--- src/rtl/gt_rx_block_sync.sv ---
// gt_rx_block_sync
// 64B/66B receive block-alignment stage for one GT channel. It hunts for
// 66-bit block alignment by pulsing the channel gearbox slip input. It
// declares lock after SH_CNT_MAX consecutive valid sync headers. While
// locked it watches windows of SH_CNT_MAX headers and drops lock when
// SH_INVALID_MAX invalid headers land in one window. Data and headers are
// forwarded with one cycle of latency, and valid is gated by lock.
//
// Ports:
//   i_rx_clk          channel RX user clock (rising edge)
//   i_rx_reset        synchronous active-high reset
//   i_rx_data         channel rxdata
//   i_rx_datavalid    channel rxdatavalid
//   i_rx_header       channel rxheader
//   i_rx_headervalid  channel rxheadervalid; headers are evaluated only when set
//   o_rx_gearboxslip  one-cycle slip pulse to rxgearboxslip
//   o_block_lock      block alignment achieved
//   o_rx_data         registered aligned data
//   o_rx_header       registered aligned header
//   o_rx_valid        registered data valid, gated by lock
//   o_slip_cnt        slips since reset, saturating
module gt_rx_block_sync #(
  parameter int unsigned SH_CNT_MAX     = 64,
  parameter int unsigned SH_INVALID_MAX = 16,
  parameter int unsigned SLIP_WAIT      = 32
) (
  input  logic        i_rx_clk,
  input  logic        i_rx_reset,
  input  logic [63:0] i_rx_data,
  input  logic        i_rx_datavalid,
  input  logic [1:0]  i_rx_header,
  input  logic        i_rx_headervalid,
  output logic        o_rx_gearboxslip,
  output logic        o_block_lock,
  output logic [63:0] o_rx_data,
  output logic [1:0]  o_rx_header,
  output logic        o_rx_valid,
  output logic [15:0] o_slip_cnt
);

  localparam int unsigned SH_W   = $clog2(SH_CNT_MAX + 1);
  localparam int unsigned INV_W  = $clog2(SH_INVALID_MAX + 1);
  localparam int unsigned WAIT_W = $clog2(SLIP_WAIT + 1);

  typedef enum logic [1:0] {
    ST_HUNT,
    ST_SLIP,
    ST_WAIT,
    ST_LOCKED
  } state_e;

  state_e             state_q, state_d;
  logic [SH_W-1:0]    sh_cnt_q, sh_cnt_d;
  logic [INV_W-1:0]   inv_cnt_q, inv_cnt_d;
  logic [WAIT_W-1:0]  wait_cnt_q, wait_cnt_d;
  logic [15:0]        slip_cnt_q, slip_cnt_d;
  logic [63:0]        data_q;
  logic [1:0]         hdr_q;
  logic               valid_q;
  logic               hdr_ok;

  // Sync header is valid only for 01 or 10.
  assign hdr_ok = i_rx_header[1] ^ i_rx_header[0];

  always_comb begin
    state_d    = state_q;
    sh_cnt_d   = sh_cnt_q;
    inv_cnt_d  = inv_cnt_q;
    wait_cnt_d = wait_cnt_q;
    slip_cnt_d = slip_cnt_q;
    unique case (state_q)
      ST_HUNT: begin
        if (i_rx_headervalid) begin
          if (hdr_ok) begin
            if (sh_cnt_q == SH_W'(SH_CNT_MAX - 1)) begin
              state_d   = ST_LOCKED;
              sh_cnt_d  = '0;
              inv_cnt_d = '0;
            end else begin
              sh_cnt_d = sh_cnt_q + SH_W'(1);
            end
          end else begin
            state_d    = ST_SLIP;
            sh_cnt_d   = '0;
            inv_cnt_d  = '0;
            wait_cnt_d = '0;
            if (slip_cnt_q != '1) slip_cnt_d = slip_cnt_q + 16'd1;
          end
        end
      end
      // The settle window is counted from the slip pulse itself: the SLIP
      // cycle plus SLIP_WAIT-1 WAIT cycles. This gives a slip-to-slip
      // period of SLIP_WAIT+1 when headers stay invalid.
      ST_SLIP: begin
        wait_cnt_d = wait_cnt_q + WAIT_W'(1);
        state_d    = ST_WAIT;
      end
      ST_WAIT: begin
        if (wait_cnt_q == WAIT_W'(SLIP_WAIT - 1)) begin
          state_d    = ST_HUNT;
          sh_cnt_d   = '0;
          inv_cnt_d  = '0;
          wait_cnt_d = '0;
        end else begin
          wait_cnt_d = wait_cnt_q + WAIT_W'(1);
        end
      end
      ST_LOCKED: begin
        if (i_rx_headervalid) begin
          // Loss of lock takes precedence over the window end.
          if (!hdr_ok && inv_cnt_q == INV_W'(SH_INVALID_MAX - 1)) begin
            state_d    = ST_SLIP;
            sh_cnt_d   = '0;
            inv_cnt_d  = '0;
            wait_cnt_d = '0;
            if (slip_cnt_q != '1) slip_cnt_d = slip_cnt_q + 16'd1;
          end else if (sh_cnt_q == SH_W'(SH_CNT_MAX - 1)) begin
            sh_cnt_d  = '0;
            inv_cnt_d = '0;
          end else begin
            sh_cnt_d = sh_cnt_q + SH_W'(1);
            if (!hdr_ok) inv_cnt_d = inv_cnt_q + INV_W'(1);
          end
        end
      end
      default: state_d = ST_HUNT;
    endcase
  end

  always_ff @(posedge i_rx_clk) begin
    if (i_rx_reset) begin
      state_q    <= ST_HUNT;
      sh_cnt_q   <= '0;
      inv_cnt_q  <= '0;
      wait_cnt_q <= '0;
      slip_cnt_q <= '0;
      data_q     <= '0;
      hdr_q      <= '0;
      valid_q    <= 1'b0;
    end else begin
      state_q    <= state_d;
      sh_cnt_q   <= sh_cnt_d;
      inv_cnt_q  <= inv_cnt_d;
      wait_cnt_q <= wait_cnt_d;
      slip_cnt_q <= slip_cnt_d;
      data_q     <= i_rx_data;
      hdr_q      <= i_rx_header;
      valid_q    <= i_rx_datavalid & (state_q == ST_LOCKED);
    end
  end

  assign o_rx_gearboxslip = (state_q == ST_SLIP);
  assign o_block_lock     = (state_q == ST_LOCKED);
  assign o_rx_data        = data_q;
  assign o_rx_header      = hdr_q;
  assign o_rx_valid       = valid_q;
  assign o_slip_cnt       = slip_cnt_q;

endmodule

--- config.mk ---
export PLATFORM = sky130hd
export DESIGN_NAME = gt_rx_block_sync
export DESIGN_NICKNAME = d
export VERILOG_FILES = /design/src/rtl/gt_rx_block_sync.sv
export SDC_FILE = /design/constraint.sdc
export NUM_CORES = 1
export LEC_CHECK = 0
export ABC_CLOCK_PERIOD_IN_PS = 2700
export CORE_AREA = 2 2 97 99
export DETAILED_ROUTE_END_ITERATION = 8
export DIE_AREA = 0 0 99 101
export GPL_ROUTABILITY_DRIVEN = 0
export PLACE_DENSITY = 0.76
export SYNTH_ARGS = -nofsm -noshare
export SYNTH_HDL_FRONTEND = slang
export SYNTH_SLANG_ARGS = --single-unit
--- constraint.sdc ---
create_clock -name i_rx_clk -period 2.7 [get_ports i_rx_clk]
set_input_delay 0.54 -clock i_rx_clk [delete_from_list [all_inputs] [get_ports i_rx_clk]]
set_output_delay 0.54 -clock i_rx_clk [all_outputs]
set_load 0.01 [all_outputs]
## Word-level counts from Yosys, hierarchy flattened

Cells that the tools add are included.

- Flip-flop bits (word level): 103
- Bits of input ports: 70
- Output and inout port bits: 85
- Logic and storage cells: 73

- $add $sub $neg: 4
- Equality and inequality tests: 14
- Muxes and demuxes: 35
- Bitwise logic cells: 2
- Reductions and logical operators: 10

Operators with widths:

| operator | count |
|---|---|
| 16-bit 2-to-1 mux | 5 |
| 7-bit 2-to-1 mux | 6 |
| 5-bit 2-to-1 mux | 8 |
| 16-bit case mux with 2 select lines | 1 |
| 6-bit 2-to-1 mux | 5 |
| 6-bit case mux with 4 select lines | 1 |
| 7-bit case mux with 3 select lines | 1 |
| 16-bit by 1-bit adder with 16-bit output, second input constant | 1 |
| 16-bit != test, second input constant | 1 |
| 5-bit case mux with 3 select lines | 1 |
| 2-bit 2-to-1 mux | 6 |
| 5-bit AND reduction | 2 |
| 2-bit != test, second input constant | 4 |
| 2-bit case mux with 4 select lines | 1 |
| 4-bit AND reduction | 2 |
| 7-bit by 1-bit adder with 7-bit output, second input constant | 1 |
| 7-bit by 6-bit equality test with 1-bit output, second input constant | 1 |
| 6-bit by 1-bit adder with 6-bit output, second input constant | 1 |
| 6-bit by 5-bit equality test with 1-bit output, second input constant | 1 |
| 6-bit AND reduction | 1 |
| 5-bit by 1-bit adder with 5-bit output, second input constant | 1 |
| 5-bit by 4-bit equality test with 1-bit output, second input constant | 1 |
| 2-bit equality test, second input constant | 2 |
| 4-bit by 2-bit != test with 1-bit output, second input constant | 1 |
| 10 further kinds | 10 |

## Depth between registers and ports, before layout

- Depth after elaboration: 6
- Mapped depth: 8
- Gate-level depth less buffers: 8

## Least setup slack after synthesis

OpenSTA, ideal clock, no wires.

- Kind: register to register
- Start point: register inv_cnt_q[0]
- End point: register slip_cnt_q[12] (netlist: o_slip_cnt[12])
- Arrival time: 2.199 ns
- Setup slack: 0.373 ns
- Cell stages (with the launch flop): 9
- Buffers on the path: 0
- Clock period less this slack: 2.327 ns
- Cells stage by stage: dfxtp_1 > ha_1 > and3_1 > ha_1 > mux2_4 > or4b_4 > or4b_1 > xor2_1 > nor2_1

- Cells in the longest elaborated chain, start to end: 4

Ends and longest elaborated chain:

| element | line | text |
|---|---|---|
| start: declaration | 54 | `logic [INV_W-1:0] inv_cnt_q, inv_cnt_d;` |
| start signal: assignment | 143 | `inv_cnt_q <= inv_cnt_d;` |
| 5-bit by 4-bit equality test with 1-bit output | 111 | `if (!hdr_ok && inv_cnt_q == INV_W'(SH_INVALID_MAX - 1)) begin` |
| 1-bit logical AND | 111 |  |
| 2-bit by 1-bit != test with 1-bit output (no source line) | n/a |  |
| 5-bit AND reduction (no source line) | n/a |  |
| end signal: assignment | 145 | `slip_cnt_q <= slip_cnt_d;` |
| end: declaration | 56 | `logic [15:0] slip_cnt_q, slip_cnt_d;` |

No other way between the ends.
A chain may end at the register's enable or synchronous reset.

## Worst setup path after layout

Ends and elaborated chain as after synthesis.

==> impl_metrics.json <==
{
  "avgRoutedWirePerCell_microns": 13.2,
  "fmax_mhz": 395,
  "clock_latency_ns": 0.36,
  "post-route-util_pct": 63.4,
  "nNetsFinal": 630,
  "start_util_pct": 42.2,
  "synth_area_sq_um": 3790,
  "die_w_microns": 99,
  "ios": 155,
  "setup_violations": 0,
  "synth_flop_cell": "dfxtp_1",
  "synth-edff-count": 0,
  "htree_levels": 3,
  "crit_type": "reg -> reg",
  "cp_top_family": "simple AND/OR/NAND/NOR gates",
  "final.setup.worst_slack_ns": 0.171,
  "critPathRequiredTime_ns": 2.92,
  "cts_sinks": 103,
  "dp_hpwl_microns": 6440,
  "wl_microns": 8800,
  "hp-start": "sh_cnt_q[6]",
  "slew_violations": 0,
  "grtUsageMet3_pct": 6.38,
  "drt_iter0_markers": 98,
  "fin_worst_skew_ns": 0.0105,
  "status": "finished clean",
  "swShare_pct": 28.8,
  "power_frac_comb_pct": 23.8,
  "grt_antenna_before_repair": 0,
  "gr-usage-all-layers_pct": 17.5,
  "diodes": 0,
  "fin_cells": 666,
  "timing.rr.start": "inv_cnt_q[0]",
  "vias": 3304,
  "finalHoldViolations": 0,
  "area_delta_synth_final_pct": 50.2,
  "die_area_sq_um": 10000,
  "pwr_density_cell_nw_per_um2": 616,
  "clkTransAtPathRegs_ns": 0.10,
  "die_h_microns": 101,
  "cts_root_buf": "clkbuf_8",
  "cts_tree": "done",
  "crit_slowest_cell": "or4b_1",
  "drive_gt1_share_pct": 5.95,
  "netSwitchingPower_uw": 1010,
  "max-slew-margin-rel_pct": 61.4,
  "worst_ir_drop_vdd_mv": 0.284,
  "postRouteAntennaNets": 0,
  "max_stage_delay_ns": 0.54,
  "synth.top_cell.area_share_pct": 54.5,
  "synth_common_cells": "dfxtp_1 (103), nor2b_1 (69), nor2_1 (33)",
  "vias_per_cell": 4.96,
  "crit_path_start": "inv_cnt_q[0]",
  "ys_types": 43,
  "min_path_type": "reg -> reg",
  "tightest_slew_ns": 0.572,
  "period_needed_ns": 2.53,
  "crit_chain": "ha_1 > and3_1 > ha_2 > mux2_4 > or4b_4 > or4b_1 > xor2_1 > nor2_1",
  "synthCells": 390,
  "use_met2_pct": 29.7,
  "grtUsageMet1_pct": 20.0,
  "async_flop_share_pct": 0,
  "port_buffers": 154,
  "drc_errors": 0,
  "grt_max_degree": 58,
  "leakagePower_uw": 0.00207,
  "clk_path_buf_depth": 2,
  "ys_warn_count": 0,
  "power.internal_uw": 2500,
  "cts_made_buffers": 9,
  "synthTopCellsByArea": "dfxtp_1 (54%), nor2b_1 (11%), ha_1 (3.3%)",
  "crit_path_end_kind": "register",
  "gr-total-overflow": 0,
  "placementRows": 35,
  "fillers": 762,
  "p_seq_share_pct": 47.1,
  "synth_nets": 470,
  "crit_path_max_fanout": 4,
  "ys_seq_area_share_pct": 54.5,
  "grt_pass1_wl_microns": 14200,
  "yosysMostFrequentCell": "dfxtp_1",
  "design.core.area_sq_um": 8980,
  "ctsHoldBuffers": 0,
  "cp_num_buf_inv": 0,
  "clkPwrFrac_pct": 29.1,
  "ys_seq_elements": 103,
  "dp.cells": 650,
  "min_period_over_period_pct": 93.7,
  "dr.pass1.iters": 4,
  "dp_worst_setup_slack_ns": 0.0308,
  "grt_pass1_vias": 3130,
  "top_usage_layer": "met2",
  "max-cap-violations": 0,
  "setup_tns_ns": 0,
  "yosysTopAreaCell": "dfxtp_1",
  "cp-start-kind": "register",
  "cp_data_arrival_time_ns": 2.75,
  "syn_area_per_cell_sq_um": 9.71
}
==> routing by layer <==
metal / vias up / share of wire (%)
li1: 1636 / -
met1: 1529 / 40
met2: 128 / 50
met3: 11 / 8.9
met4: 0 / 1.3
met5: - / 0
==> power by group through the flow <==
stage	clock network, uW	logic [uW]	registers, uW
CTS	1050	839	1650
floorplan	0	446	1710
finish	1020	835	1650
global placement	0	811	1680
detailed placement	0	834	1690
global route	1110	930	1660
==> final timing paths <==
kind | slack [ns] | depth (start not counted) | endpoint
worst max-delay path | 0.17 | 8 | o_slip_cnt[12]
worst min-delay path | 0.48 | 1 | sh_cnt_q[6]
worst max register to register | 0.17 | 8 | o_slip_cnt[12]
worst min register to register | 0.48 | 1 | sh_cnt_q[6]
==> layout make-up <==
type	count	area [sq um]	area share [%]
flip-flops and latches	103	2060	36.3
clock inverters	6	72.6	1.28
repair buffers	164	1610	28.4
inverters	11	41.3	0.726
multi-input cells	261	1620	28.5
well taps	111	139	2.44
clock buffers	10	138	2.42
==> logic make-up after synthesis <==
group	count (synthesis)	synth area share, %
and+or+nand+nor	186	27.6
adders and majority gates	10	3.30
buffers and inverters	26	2.78
muxes	2	0.661
AOI/OAI and AO/OA	48	7.77
DFF	103	54.5
xor gates and xnor gates	15	3.47
==> cell usage in the layout (no fill, tap or decap), types with 6 or more instances in the layout <==
cell type / instances
inv_1: 11
dfxtp_1: 103
o21ai_0: 13
xnor2_1: 8
a21oi_1: 19
buf_4: 11
nor3_1: 6
nor2_1: 33
nor2b_1: 69
nand2_1: 18
clkdlybuf4s50_1: 153
clkbuf_8: 10
nand3_1: 16
xor2_1: 7
ha_1: 9
nand4_1: 8
==> flip-flops by register name, indices dropped and copies added, names as in the netlist <==
name         count
o_rx_data       64
o_slip_cnt      16
sh_cnt_q         7
wait_cnt_q       6
inv_cnt_q        5
o_rx_header      2
state_q          2
o_rx_valid       1
==> timing repair <==
action | in CTS | in global routing
buffers inserted | 0 | 0
resized for setup | 0 | 1
endpoints found under the hold margin | 0 | 0
endpoints found under the setup margin | 0 | 1
==> through the flow <==
step                hold WS [ns]  total power, uW  instance area [sq um]
floorplan                  0.427             2160                   3790
global placement           0.452             2490                   5480
detailed placement         0.453             2520                   5480
CTS                        0.474             3540                   5690
global route               0.491             3700                   5690
finish                     0.478             3500                   5690
(Power assumes the default switching activity.)
